<file path="src/rtl/dmem_access_unit.sv">
// dmem_access_unit: RV32I load/store unit in front of a single-port,
// read-first, 1-cycle-latency data memory. Requests are range and size
// checked, split into one or two row accesses, and answered with a single
// resp_valid pulse carrying extended load data or a fault flag.
// Optional feature: define DMEM_MISALIGNED_EN to execute misaligned halfword
// and word accesses (including row-crossing ones); without it they fault.
module dmem_access_unit #(
    parameter logic [31:0] DMEM_BASE  = 32'h0000_5000,
    parameter logic [31:0] DMEM_LIMIT = 32'h0000_8000
) (
    input  logic        clk,
    input  logic        rst,
    input  logic        req_valid,
    output logic        req_ready,
    input  logic        req_we,
    input  logic [2:0]  req_funct3,
    input  logic [31:0] req_addr,
    input  logic [31:0] req_wdata,
    output logic        resp_valid,
    output logic [31:0] resp_rdata,
    output logic        resp_fault,
    output logic [31:0] mem_addr,
    output logic [3:0]  mem_we,
    output logic [31:0] mem_wdata,
    input  logic [31:0] mem_rdata
);

    localparam logic [2:0] S_IDLE = 3'd0;
    localparam logic [2:0] S_A0   = 3'd1;
    localparam logic [2:0] S_A1   = 3'd2;
    localparam logic [2:0] S_A2   = 3'd3;
    localparam logic [2:0] S_RESP = 3'd4;

    logic [2:0]  state_q, state_d;
    logic        is_store_q, is_store_d;
    logic [2:0]  funct3_q, funct3_d;
    logic [1:0]  off_q, off_d;
    logic        split_q, split_d;
    logic [31:0] wdata_q, wdata_d;
    logic [31:0] row0_data_q, row0_data_d;
    logic [31:0] mem_addr_q, mem_addr_d;
    logic [3:0]  mem_we_q, mem_we_d;
    logic [31:0] mem_wdata_q, mem_wdata_d;
    logic        resp_valid_q, resp_valid_d;
    logic [31:0] resp_rdata_q, resp_rdata_d;
    logic        resp_fault_q, resp_fault_d;

    logic [2:0]  req_size_s;
    logic [32:0] last_addr_s;
    logic        req_split_s;
    logic        bad_code_s;
    logic        out_of_range_s;
    logic        misaligned_s;
    logic        req_fault_s;

    // Access size in bytes from the low two funct3 bits (B/H/W).
    function automatic logic [2:0] size_bytes(input logic [1:0] sz);
        case (sz)
            2'b00:   size_bytes = 3'd1;
            2'b01:   size_bytes = 3'd2;
            default: size_bytes = 3'd4;
        endcase
    endfunction

    // Unshifted byte-enable mask for an access size.
    function automatic logic [3:0] byte_mask(input logic [1:0] sz);
        case (sz)
            2'b00:   byte_mask = 4'b0001;
            2'b01:   byte_mask = 4'b0011;
            default: byte_mask = 4'b1111;
        endcase
    endfunction

    // Align the two-row window to the access offset, then size and extend.
    function automatic logic [31:0] load_extend(input logic [63:0] rows,
                                                input logic [1:0]  off,
                                                input logic [2:0]  f3);
        logic [31:0] s;
        s = 32'(rows >> {off, 3'b000});
        case (f3)
            3'b000:  load_extend = {{24{s[7]}}, s[7:0]};
            3'b001:  load_extend = {{16{s[15]}}, s[15:0]};
            3'b100:  load_extend = {24'd0, s[7:0]};
            3'b101:  load_extend = {16'd0, s[15:0]};
            default: load_extend = s;
        endcase
    endfunction

    // Classify the incoming request: size, row crossing and every fault cause.
    always_comb begin
        req_size_s  = size_bytes(req_funct3[1:0]);
        last_addr_s = {1'b0, req_addr} + {30'd0, req_size_s} - 33'd1;
        req_split_s = ({1'b0, req_addr[1:0]} + req_size_s) > 3'd4;
        case (req_funct3)
            3'b000, 3'b001, 3'b010: bad_code_s = 1'b0;
            3'b100, 3'b101:         bad_code_s = req_we;
            default:                bad_code_s = 1'b1;
        endcase
        out_of_range_s = (req_addr < DMEM_BASE) || (last_addr_s >= {1'b0, DMEM_LIMIT});
`ifdef DMEM_MISALIGNED_EN
        misaligned_s = 1'b0;
`else
        misaligned_s = ((req_funct3[1:0] == 2'b01) && req_addr[0]) ||
                       ((req_funct3[1:0] == 2'b10) && (req_addr[1:0] != 2'b00));
`endif
        req_fault_s = bad_code_s || out_of_range_s || misaligned_s;
    end

    // Sequencer: next state, memory bus values and the response for next cycle.
    always_comb begin
        state_d      = state_q;
        is_store_d   = is_store_q;
        funct3_d     = funct3_q;
        off_d        = off_q;
        split_d      = split_q;
        wdata_d      = wdata_q;
        row0_data_d  = row0_data_q;
        mem_addr_d   = mem_addr_q;
        mem_we_d     = 4'b0000;
        mem_wdata_d  = mem_wdata_q;
        resp_valid_d = 1'b0;
        resp_rdata_d = 32'd0;
        resp_fault_d = 1'b0;
        case (state_q)
            S_IDLE: begin
                if (req_valid) begin
                    if (req_fault_s) begin
                        state_d      = S_RESP;
                        resp_valid_d = 1'b1;
                        resp_fault_d = 1'b1;
                    end else begin
                        state_d     = S_A0;
                        is_store_d  = req_we;
                        funct3_d    = req_funct3;
                        off_d       = req_addr[1:0];
                        split_d     = req_split_s;
                        wdata_d     = req_wdata;
                        mem_addr_d  = {req_addr[31:2], 2'b00};
                        mem_wdata_d = req_wdata << {req_addr[1:0], 3'b000};
                        mem_we_d    = req_we ? (byte_mask(req_funct3[1:0]) << req_addr[1:0]) : 4'b0000;
                    end
                end else begin
                    state_d = S_IDLE;
                end
            end
            S_A0: begin
                state_d = S_A1;
                // Row1 goes on the bus now so its data returns while A1 collects row0.
                if (split_q) begin
                    mem_addr_d  = mem_addr_q + 32'd4;
                    mem_wdata_d = wdata_q >> (6'd32 - {1'b0, off_q, 3'b000});
                    mem_we_d    = is_store_q ? (byte_mask(funct3_q[1:0]) >> (3'd4 - {1'b0, off_q})) : 4'b0000;
                end else begin
                    mem_addr_d = mem_addr_q;
                end
            end
            S_A1: begin
                row0_data_d = mem_rdata;
                if (split_q) begin
                    state_d = S_A2;
                end else begin
                    state_d      = S_RESP;
                    resp_valid_d = 1'b1;
                    resp_rdata_d = is_store_q ? 32'd0 : load_extend({32'd0, mem_rdata}, off_q, funct3_q);
                end
            end
            S_A2: begin
                state_d      = S_RESP;
                resp_valid_d = 1'b1;
                resp_rdata_d = is_store_q ? 32'd0 : load_extend({mem_rdata, row0_data_q}, off_q, funct3_q);
            end
            S_RESP: begin
                state_d = S_IDLE;
            end
            default: begin
                state_d = S_IDLE;
            end
        endcase
    end

    // State and output registers; reset abandons any in-flight access.
    always_ff @(posedge clk) begin
        if (rst) begin
            state_q      <= S_IDLE;
            is_store_q   <= 1'b0;
            funct3_q     <= 3'd0;
            off_q        <= 2'd0;
            split_q      <= 1'b0;
            wdata_q      <= 32'd0;
            row0_data_q  <= 32'd0;
            mem_addr_q   <= 32'd0;
            mem_we_q     <= 4'b0000;
            mem_wdata_q  <= 32'd0;
            resp_valid_q <= 1'b0;
            resp_rdata_q <= 32'd0;
            resp_fault_q <= 1'b0;
        end else begin
            state_q      <= state_d;
            is_store_q   <= is_store_d;
            funct3_q     <= funct3_d;
            off_q        <= off_d;
            split_q      <= split_d;
            wdata_q      <= wdata_d;
            row0_data_q  <= row0_data_d;
            mem_addr_q   <= mem_addr_d;
            mem_we_q     <= mem_we_d;
            mem_wdata_q  <= mem_wdata_d;
            resp_valid_q <= resp_valid_d;
            resp_rdata_q <= resp_rdata_d;
            resp_fault_q <= resp_fault_d;
        end
    end

    assign req_ready  = (state_q == S_IDLE);
    assign resp_valid = resp_valid_q;
    assign resp_rdata = resp_rdata_q;
    assign resp_fault = resp_fault_q;
    assign mem_addr   = mem_addr_q;
    assign mem_we     = mem_we_q;
    assign mem_wdata  = mem_wdata_q;

endmodule

</file>
<file path="config.mk">
export PLATFORM = sky130hd
export DESIGN_NAME = dmem_access_unit
export DESIGN_NICKNAME = d
export VERILOG_FILES = /design/src/rtl/dmem_access_unit.sv
export SDC_FILE = /design/constraint.sdc
export NUM_CORES = 1
export LEC_CHECK = 0
export BUFFER_PORTS_ARGS = -buffer_cell sky130_fd_sc_hd__buf_2
export CAP_MARGIN = 25
export CORE_MARGIN = 2
export CORE_UTILIZATION = 45
export DETAILED_ROUTE_END_ITERATION = 8
export PLACE_DENSITY = 0.66
export SETUP_SLACK_MARGIN = 0.02
export SYNTH_ARGS = -nofsm -noshare
export SYNTH_HDL_FRONTEND = slang
export SYNTH_SLANG_ARGS = --single-unit
</file>
<file path="constraint.sdc">
create_clock -name clk -period 16.8 [get_ports clk]
set_input_delay 5.04 -clock clk [delete_from_list [all_inputs] [get_ports clk]]
set_output_delay 5.04 -clock clk [all_outputs]
set_load 0.005 [all_outputs]
</file>
==> flow_summary.toml, run 1 <==
[outcome]
status = "finished clean"

[pwr]
power_frac_seq_pct = 41.8
p_clk_share_pct = 43.8
total_power_mw = 0.988
p_sw_share_pct = 30.7
p_sw_mw = 0.303
comb_power_share_pct = 14.5
ir_drop_mv = 0.0575
power_density_mw_per_mm2 = 72.4
leakage_nw = 5.41
intPower_mw = 0.685

[logic_synthesis]
synth-main-ff-cell = "dfxtp_1"
ys_warn_count = 0
avgSynthCellArea_um2 = 7.48
yosysUniqueCellTypes = 81
synthCells = 1582
async_flop_share_pct = 0
ys_seq_elements = 174
yosysSeqAreaShare_pct = 29.5
synth_enable_flop_cells = 0
synth_area_mm2 = 0.0118

[cts]
cts_buffers = 17
post_cts_buffers = 0
cts_buffer_depth = 2
ctsHtreeMaxLevel = 4
clock-sinks = 174
cts.repair.resized = 0
clock_latency_ns = 0.45
root_buffer = "clkbuf_16"
cts-hold-fix-buffers = 0
cts_tree = "yes"
clkTransAtPathRegs_ns = 0.08

[sta]
finalSetupViolations = 0
rsz0062_at_grt = "no"
max-slew-margin-rel_pct = 36.0
final.setup_skew_ns = 0.0180
min_period_ns = 10.49
hold_violations = 0
max_freq_mhz = 95.3
maxSlewViolCount = 0
tightest_slew_ns = 0.955
tns_ns = 0
post-route-period-util_pct = 62.5

[floorplanning]
die_w_um = 166
core-area_mm2 = 0.0259
die-area_mm2 = 0.0276
pin_count = 206
start_util_pct = 45.6
fp-row-count = 59
die_h_um = 166

[route]
drc = 0
drt_iter0_markers = 1097
vias_per_cell = 5.93
first_pass_iters = 5
drt-wirelength-per-cell_um = 18.9
antenna_left = 0
vias = 12300
drt_wl_total_mm = 39.2

[layout]
syn_to_final_growth_pct = 15.4
final_util_pct = 52.7
mostFrequentLayoutCell = "nand2_1"
fillerInstances = 2507
drive_gt1_share_pct = 17.1
mostFrequentLayoutCells = "nand2_1, buf_2, nor2_1"
final_area_mm2 = 0.0136
layout.nets = 1871

[grt]
grt_use_total_pct = 27.3
grt_first_pass_wirelength_mm = 60.9
grt_pass1_vias = 11200
gr-total-overflow = 0
grt_max_degree = 81
antenna_found_initial = 0

[hold_path]
min_path_cells = 2
hold_start = "row0_data_q[5]$_SDFFE_PP0P_"
hold_path_class = "reg2reg"
worstHoldEndpoint = "row0_data_q[5]$_SDFFE_PP0P_"

[critical_path]
crit_type = "in2reg"
path_cells = "buf_2 -> inv_1 -> ha_1 -> inv_1 -> ha_1 -> inv_1 -> fa_1 -> nand2b_1 -> a21oi_1 -> o21ai_1 -> a2111oi_2 -> nor4_1 -> a2111oi_0 -> nand3_1 -> or3b_4 -> o21ai_4 -> buf_4 -> nand2b_1 -> o21ai_0"
crit-reg2reg-launch = "off_q[1]$_SDFFE_PP0P_"
endpoint_kind = "flip-flop"
r2r_end = "resp_rdata[16]$_SDFF_PP0_"
reg2reg_depth = 11
critical_path_buf_inv_count = 5
critPathSlowestCell = "buf_4"
cp_max_fo = 54
crit_path_frequent_cell = "inv_1"
crit_family = "compound AO/OA/AOI/OAI gates"
cp.arrival_ns = 10.86
r2r_setup_slack_ns = 12.30
required_ns = 17.16
cp_num_cells = 19
worst_setup_path_start_kind = "primary input"
slowest_delay_ns = 0.61

[run]
max-cap-violations = 0

[placed_design]
dp_hpwl_mm = 27.9
place.gp.congestion = 0.980
placedInstanceArea_mm2 = 0.0130
io_buffers = 203
-- power groups by stage --
stage	sequential, mW	clock [mW]	combinational (mW)
4_1_cts	0.413	0.436	0.141
3_3_place_gp	0.423	0	0.140
6_report	0.413	0.432	0.143
3_5_place_dp	0.423	0	0.140
5_1_grt	0.413	0.455	0.157
2_1_floorplan	0.422	0	0.0920
-- worst min-delay path, stage by stage (launching register included) --
cell     delay, ns
dfxtp_1       0.31
nand2_1       0.05
a21oi_1       0.05
-- metal layers --
layer / part of all wire, % / track usage, %
met5: 0 / 0
met2: 46 / 44.0
met4: 2.8 / 9.72
met1: 45 / 37.1
met3: 6.8 / 4.24
-- cell type report --
cell class              count  area [um^2]  area share, %
clock buffers              17          425           3.12
well taps                 335          419           3.07
clock inverters            15          213           1.56
repair buffers            219         1160           8.53
diodes                      1         2.50         0.0183
flip-flops and latches    174         3490           25.6
inverters                  67          251           1.84
multi-input cells        1239         7690           56.3
-- flip-flops by register name, indices dropped and copies added (netlist names) --
name         cells
mem_wdata       32
is_store_q       1
row0_data_q     32
funct3_q         3
wdata_q         32
mem_addr        30
resp_rdata      32
mem_we           4
split_q          1
state_q          3
off_q            2
resp_valid       1
resp_fault       1
-- cell families (layout without fill, tap and decap cells) --
family,count (synthesis),in the layout,share of synthesized area (%)
other,1,3,0.0317
buffers and inverters,170,318,5.82
adder cells (fa/ha/maj),50,50,5.42
flip-flops,174,174,29.5
multiplexers,155,155,13.3
XOR/XNOR,5,5,0.370
AO/OA/AOI/OAI,407,407,22.1
AND/OR/NAND/NOR,620,620,23.5
-- metrics by stage --
stage	setup WS [ns]	hold WS (ns)	std cells
6_report	6.31	0.455	2067
5_1_grt	5.91	0.472	2066
4_1_cts	6.36	0.457	2063
3_5_place_dp	5.92	0.447	2031
3_3_place_gp	6.12	0.442	2030
2_1_floorplan	7.78	0.436	1583
-- worst max-delay path by stage --
stage	start	end	slack [ns]
CTS	req_addr[1]	mem_addr[20]$_SDFFE_PP0P_	6.36
global placement	req_addr[1]	mem_addr[6]$_SDFFE_PP0P_	6.12
global route	req_addr[1]	mem_addr[7]$_SDFFE_PP0P_	5.91
floorplan	req_addr[0]	mem_addr[25]$_SDFFE_PP0P_	7.78
detailed placement	req_addr[1]	mem_addr[23]$_SDFFE_PP0P_	5.92
finish	req_addr[1]	mem_addr[17]$_SDFFE_PP0P_	6.31
-- synthesized netlist by cell type (5+ instances only) --
library cell | number | area, um^2
inv_1 | 66 | 248
and2_1 | 8 | 50.1
a211oi_1 | 36 | 270
clkbuf_1 | 72 | 270
o21a_1 | 7 | 52.6
o21ai_1 | 14 | 70.1
mux2i_1 | 137 | 1370
o211ai_1 | 14 | 105
a21oi_1 | 134 | 671
ha_1 | 48 | 601
o21ai_0 | 68 | 340
a31oi_1 | 18 | 113
o22ai_1 | 11 | 68.8
o31ai_1 | 11 | 82.6
buf_2 | 15 | 75.1
dfxtp_1 | 174 | 3480
mux2_2 | 18 | 203
nand3_1 | 38 | 190
buf_1 | 9 | 33.8
nor4_1 | 15 | 93.8
nand2b_1 | 17 | 106
nand4_1 | 5 | 31.3
a211o_1 | 9 | 78.8
nor2_1 | 195 | 732
nand2_1 | 248 | 931
a32oi_1 | 30 | 263
o21bai_1 | 5 | 37.5
nor2b_1 | 17 | 106
a21o_1 | 10 | 75.1
nor3_1 | 32 | 160
o32ai_1 | 6 | 52.6
nor3b_1 | 5 | 37.5
or2_2 | 7 | 43.8
Note: power is estimated with default switching activity, not from simulation.
==> run 2, diff against run 1 <==
ABC_AREA = 1   (was unset)
clock period = 11 ns   (was 16.8 ns; I/O delays follow)
==> flow_summary.toml, run 2 <==
[cts]
cts_buffers = 17
cts-hold-fix-buffers = 0
root_buffer = "clkbuf_16"
clkTransAtPathRegs_ns = 0.09
clock_latency_ns = 0.45
ctsHtreeMaxLevel = 4
post_cts_buffers = 0
cts_tree = "yes"
clock-sinks = 174
cts_buffer_depth = 2
cts.repair.resized = 0

[layout]
final_util_pct = 51.7
final_area_mm2 = 0.0148
fillerInstances = 3096
syn_to_final_growth_pct = 13.8
layout.nets = 2452
drive_gt1_share_pct = 13.5
mostFrequentLayoutCell = "nand2_1"
mostFrequentLayoutCells = "nand2_1, inv_1, a21oi_1"

[critical_path]
crit_type = "in2reg"
worst_setup_path_start_kind = "primary input"
cp.arrival_ns = 8.48
required_ns = 11.40
endpoint_kind = "flip-flop"
cp_max_fo = 87

[logic_synthesis]
ys_seq_elements = 174
ys_top_cells_by_area = "dfxtp_1, nand2_1, a21oi_1"
avgSynthCellArea_um2 = 5.96
synthCells = 2178
synth_enable_flop_cells = 0
synth_top_area_cell = "dfxtp_1"
yosysMostFrequentCell = "nand2_1"
synth_common_cells = "nand2_1, inv_1, a21oi_1"
ys_warn_count = 0
synth_area_mm2 = 0.0130
yosysSeqAreaShare_pct = 26.8
synth-main-ff-cell = "dfxtp_1"
synth_top_area_share_pct = 26.8
yosysUniqueCellTypes = 53
async_flop_share_pct = 0

[grt]
antenna_found_initial = 4
grt_use_total_pct = 29.2
grt_max_degree = 135
grt_first_pass_wirelength_mm = 70.8
gr-total-overflow = 0
grt_pass1_vias = 13300

[sta]
rsz0062_at_grt = "no"
min_period_ns = 8.08
tns_ns = 0
final.setup_skew_ns = 0.0210
post-route-period-util_pct = 73.5
maxSlewViolCount = 0
max-slew-margin-rel_pct = 34.2
hold_violations = 0
finalSetupViolations = 0
max_freq_mhz = 124
tightest_slew_ns = 0.987

[floorplanning]
die_h_um = 174
start_util_pct = 45.5
die_w_um = 174
core-area_mm2 = 0.0285
pin_count = 206
fp-row-count = 62
die-area_mm2 = 0.0302

[run]
max-cap-violations = 0

[route]
drt_wl_total_mm = 44.8
first_pass_iters = 5
antenna_left = 0
vias = 14500
vias_per_cell = 5.36
drt_iter0_markers = 1186
drt-wirelength-per-cell_um = 16.6
drc = 0

[placed_design]
placedInstanceArea_mm2 = 0.0141
dp_hpwl_mm = 32.9
place.gp.congestion = 0.943
io_buffers = 203

[outcome]
status = "finished clean"

[pwr]
leakage_nw = 6.90
ir_drop_mv = 0.123
power_density_mw_per_mm2 = 109

[hold_path]
hold_path_class = "reg2reg"
-- run 2: logic make-up (layout without fill, tap and decap cells) --
logic type	count (synthesis)	after routing	synth area share, %
xor+xnor	24	24	1.62
mux	8	8	0.617
compound gates	531	531	21.9
buf+inv	396	529	12.2
simple gates	994	994	31.9
other cells	1	4	0.0289
fa+ha+maj	50	50	4.93
flops	174	174	26.8
-- run 2: critical path, cell delays in order --
cell     delay [ns]
buf_2          0.40
inv_1          0.43
ha_1           0.40
inv_1          0.06
ha_1           0.22
inv_1          0.08
fa_1           0.38
inv_1          0.11
nand3_1        0.10
nand2_1        0.13
nand2_1        0.08
nand2_1        0.10
nand2_1        0.08
nand2_1        0.13
nand2_1        0.09
nand3_1        0.07
nand2_1        0.07
nor2_1         0.13
nand3_2        0.11
nor2_4         0.13
nand2_2        0.09
nand2_4        0.61
nand2_1        0.36
buf_4          0.38
nand2_1        0.10
nand2_1        0.05
nor2_1         0.11
-- run 2: area by class of cell --
cell class	instances	area [um^2]	area share, %
diodes	2	5.00	0.0339
clock buffers	17	425	2.88
well taps	384	480	3.25
repair buffers	221	1190	8.07
inverters	276	1040	7.02
clock inverters	15	203	1.37
multi-input cells	1609	7940	53.8
flip-flops and latches	174	3490	23.6
-- run 2: path summary, 6_finish.rpt --
path | cells past startpoint | from | slack, ns | to
worst max register to register | 10 | off_q[1]$_SDFFE_PP0P_ | 7.21 | mem_wdata[31]$_SDFFE_PP0P_
worst max-delay path | 27 | req_addr[1] | 2.92 | mem_addr[30]$_SDFFE_PP0P_
worst min register to register | 2 | wdata_q[7]$_SDFFE_PP0P_ | 0.45 | wdata_q[7]$_SDFFE_PP0P_
worst min-delay path | 2 | wdata_q[7]$_SDFFE_PP0P_ | 0.45 | wdata_q[7]$_SDFFE_PP0P_
-- run 2: per-layer routing --
| metal | global-route usage, % | part of all wire [%] |
|---|---|---|
| met5 | 0 | 0.029 |
| met3 | 4.82 | 6.6 |
| met4 | 10.4 | 3.1 |
| met2 | 46.9 | 45 |
| met1 | 39.6 | 46 |
-- run 2: through the flow --
step	power (mW)	instances	setup slack, ns	hold slack [ns]
after global placement	0.976	2662	2.78	0.435
after floorplan	0.872	2179	4.39	0.424
after CTS	1.63	2695	3.07	0.454
after detailed placement	0.978	2663	2.62	0.443
after global routing	1.69	2696	2.49	0.468
final	1.62	2698	2.92	0.455
-- run 2: report_power, final --
part,internal (mW),total (mW),switching (mW)
Sequential,0.638,0.647,0.00917
Clock,0.315,0.648,0.334
Combinational,0.105,0.320,0.215
Total,1.06,1.62,0.557
==> run 3, diff against run 2 <==
ABC_AREA = 0   (was 1)
PLACE_DENSITY = 0.69   (was 0.66)
clock period = 6.5 ns   (was 11 ns; I/O delays follow)
==> flow_summary.toml, run 3 (same netlist as run 1, synthesis figures left out) <==
[cts]
post_cts_buffers = 0
cts_tree = "yes"
cts_buffer_depth = 2
cts.repair.resized = 0
ctsHtreeMaxLevel = 4
clkTransAtPathRegs_ns = 0.08
cts_buffers = 17
clock_latency_ns = 0.44
root_buffer = "clkbuf_16"
cts-hold-fix-buffers = 0
clock-sinks = 174

[pwr]
leakage_nw = 5.46
total_power_mw = 2.51
ir_drop_mv = 0.135
p_clk_share_pct = 42.7
intPower_mw = 1.74
power_density_mw_per_mm2 = 183
p_sw_mw = 0.773
power_frac_seq_pct = 42.5
p_sw_share_pct = 30.8
comb_power_share_pct = 14.8

[grt]
grt_max_degree = 68
gr-total-overflow = 0
grt_pass1_vias = 11500
antenna_found_initial = 2
grt_first_pass_wirelength_mm = 61.5
grt_use_total_pct = 27.4

[floorplanning]
fp-row-count = 59
start_util_pct = 45.6
die_w_um = 166
die_h_um = 166
core-area_mm2 = 0.0259
pin_count = 206
die-area_mm2 = 0.0276

[route]
vias_per_cell = 5.95
drc = 0
antenna_left = 0
drt-wirelength-per-cell_um = 19.0
drt_iter0_markers = 1194
drt_wl_total_mm = 39.5
vias = 12400
first_pass_iters = 6

[hold_path]
hold_start = "row0_data_q[4]$_SDFFE_PP0P_"
hold_path_class = "reg2reg"
min_path_cells = 2
worstHoldEndpoint = "row0_data_q[4]$_SDFFE_PP0P_"

[layout]
mostFrequentLayoutCell = "nand2_1"
layout.nets = 1882
seq_area_mm2 = 0.00349
stdcell_count = 2079
fillerInstances = 2525
syn_to_final_growth_pct = 16.0
multi_input_comb_area_mm2 = 0.00768
drive_gt1_share_pct = 17.6
mostFrequentLayoutCells = "nand2_1, buf_2, nor2_1"

[sta]
tightest_slew_ns = 0.921
maxSlewViolCount = 0
hold_violations = 0
worst_slack_ns = 0.733
post-route-period-util_pct = 88.7
rsz0062_at_grt = "no"
max-slew-margin-rel_pct = 38.6
tns_ns = 0
finalSetupViolations = 0
max_freq_mhz = 173
min_period_ns = 5.77
final.setup_skew_ns = 0.0139
whs_ns = 0.457

[placed_design]
place.gp.congestion = 0.978
dp_hpwl_mm = 28.3
post-place-ws_ns = 0.224
io_buffers = 203
place_inst = 2045

[outcome]
status = "finished clean"

[critical_path]
worst_setup_path_start_kind = "primary input"
required_ns = 6.85
endpoint_kind = "flip-flop"
crit-reg2reg-launch = "off_q[1]$_SDFFE_PP0P_"
reg2reg_depth = 13
cp.arrival_ns = 6.12
r2r_end = "resp_rdata[24]$_SDFF_PP0_"
cp_max_fo = 31
r2r_setup_slack_ns = 2.82
crit_type = "in2reg"

[run]
max-cap-violations = 0
## run 3: final cells by class
class                           count  area share, %
Timing Repair Buffer              230           9.29
Tap cell                          335           3.05
Antenna cell                        2         0.0365
Multi-Input combinational cell   1239           55.9
Sequential cell                   174           25.4
Inverter                           67           1.83
Clock buffer                       18           3.20
Clock inverter                     14           1.22
## run 3: worst max-delay path by stage
stage             startpoint                         to  slack [ns]  depth (start not counted)
6_report       req_funct3[0]  mem_wdata[0]$_SDFFE_PP0P_        0.73                         20
5_1_grt        req_funct3[0]       mem_we[0]$_SDFF_PP0_        0.33                         19
3_5_place_dp   req_funct3[0]  mem_wdata[0]$_SDFFE_PP0P_        0.22                         20
2_1_floorplan    req_addr[0]  mem_addr[25]$_SDFFE_PP0P_        0.57                         20
3_3_place_gp   req_funct3[1]  mem_addr[31]$_SDFFE_PP0P_        0.30                         17
4_1_cts        req_funct3[0]  mem_wdata[0]$_SDFFE_PP0P_        0.69                         20
## run 3: power by group through the flow
stage	clock (mW)	combinational (mW)	sequential [mW]
after global placement	0	0.361	1.09
final	1.07	0.372	1.07
after CTS	1.08	0.366	1.07
after detailed placement	0	0.364	1.09
after floorplan	0	0.238	1.09
after global routing	1.12	0.408	1.07
## run 3: metal layers
metal	share of wire [%]	wire length (um)	GRT usage, %
met4	3.1	1220	11.0
met1	43	17000	35.5
met5	0	0	0
met3	8.2	3250	6.10
met2	46	18100	44.4
## run 3: worst max-delay path, cell delays in order
cell,delay (ns)
buf_2,0.14
or2_2,0.31
ha_1,0.18
inv_1,0.05
ha_1,0.17
inv_1,0.06
fa_1,0.34
nand2b_1,0.14
a21oi_1,0.18
o21ai_1,0.15
a2111oi_2,0.35
nor4_1,0.08
a2111oi_0,0.45
nand3_1,0.22
or3b_4,0.47
o21ai_4,0.17
buf_12,0.20
buf_12,0.19
nor2_1,0.05
a211oi_1,0.21
## run 3: metrics by stage
step | util (%) | cell area (um^2)
detailed placement | 50.6 | 13100
global route | 53.0 | 13700
CTS | 52.9 | 13700
floorplan | - | 11800
finish | 53.0 | 13700
global placement | 50.4 | 13100
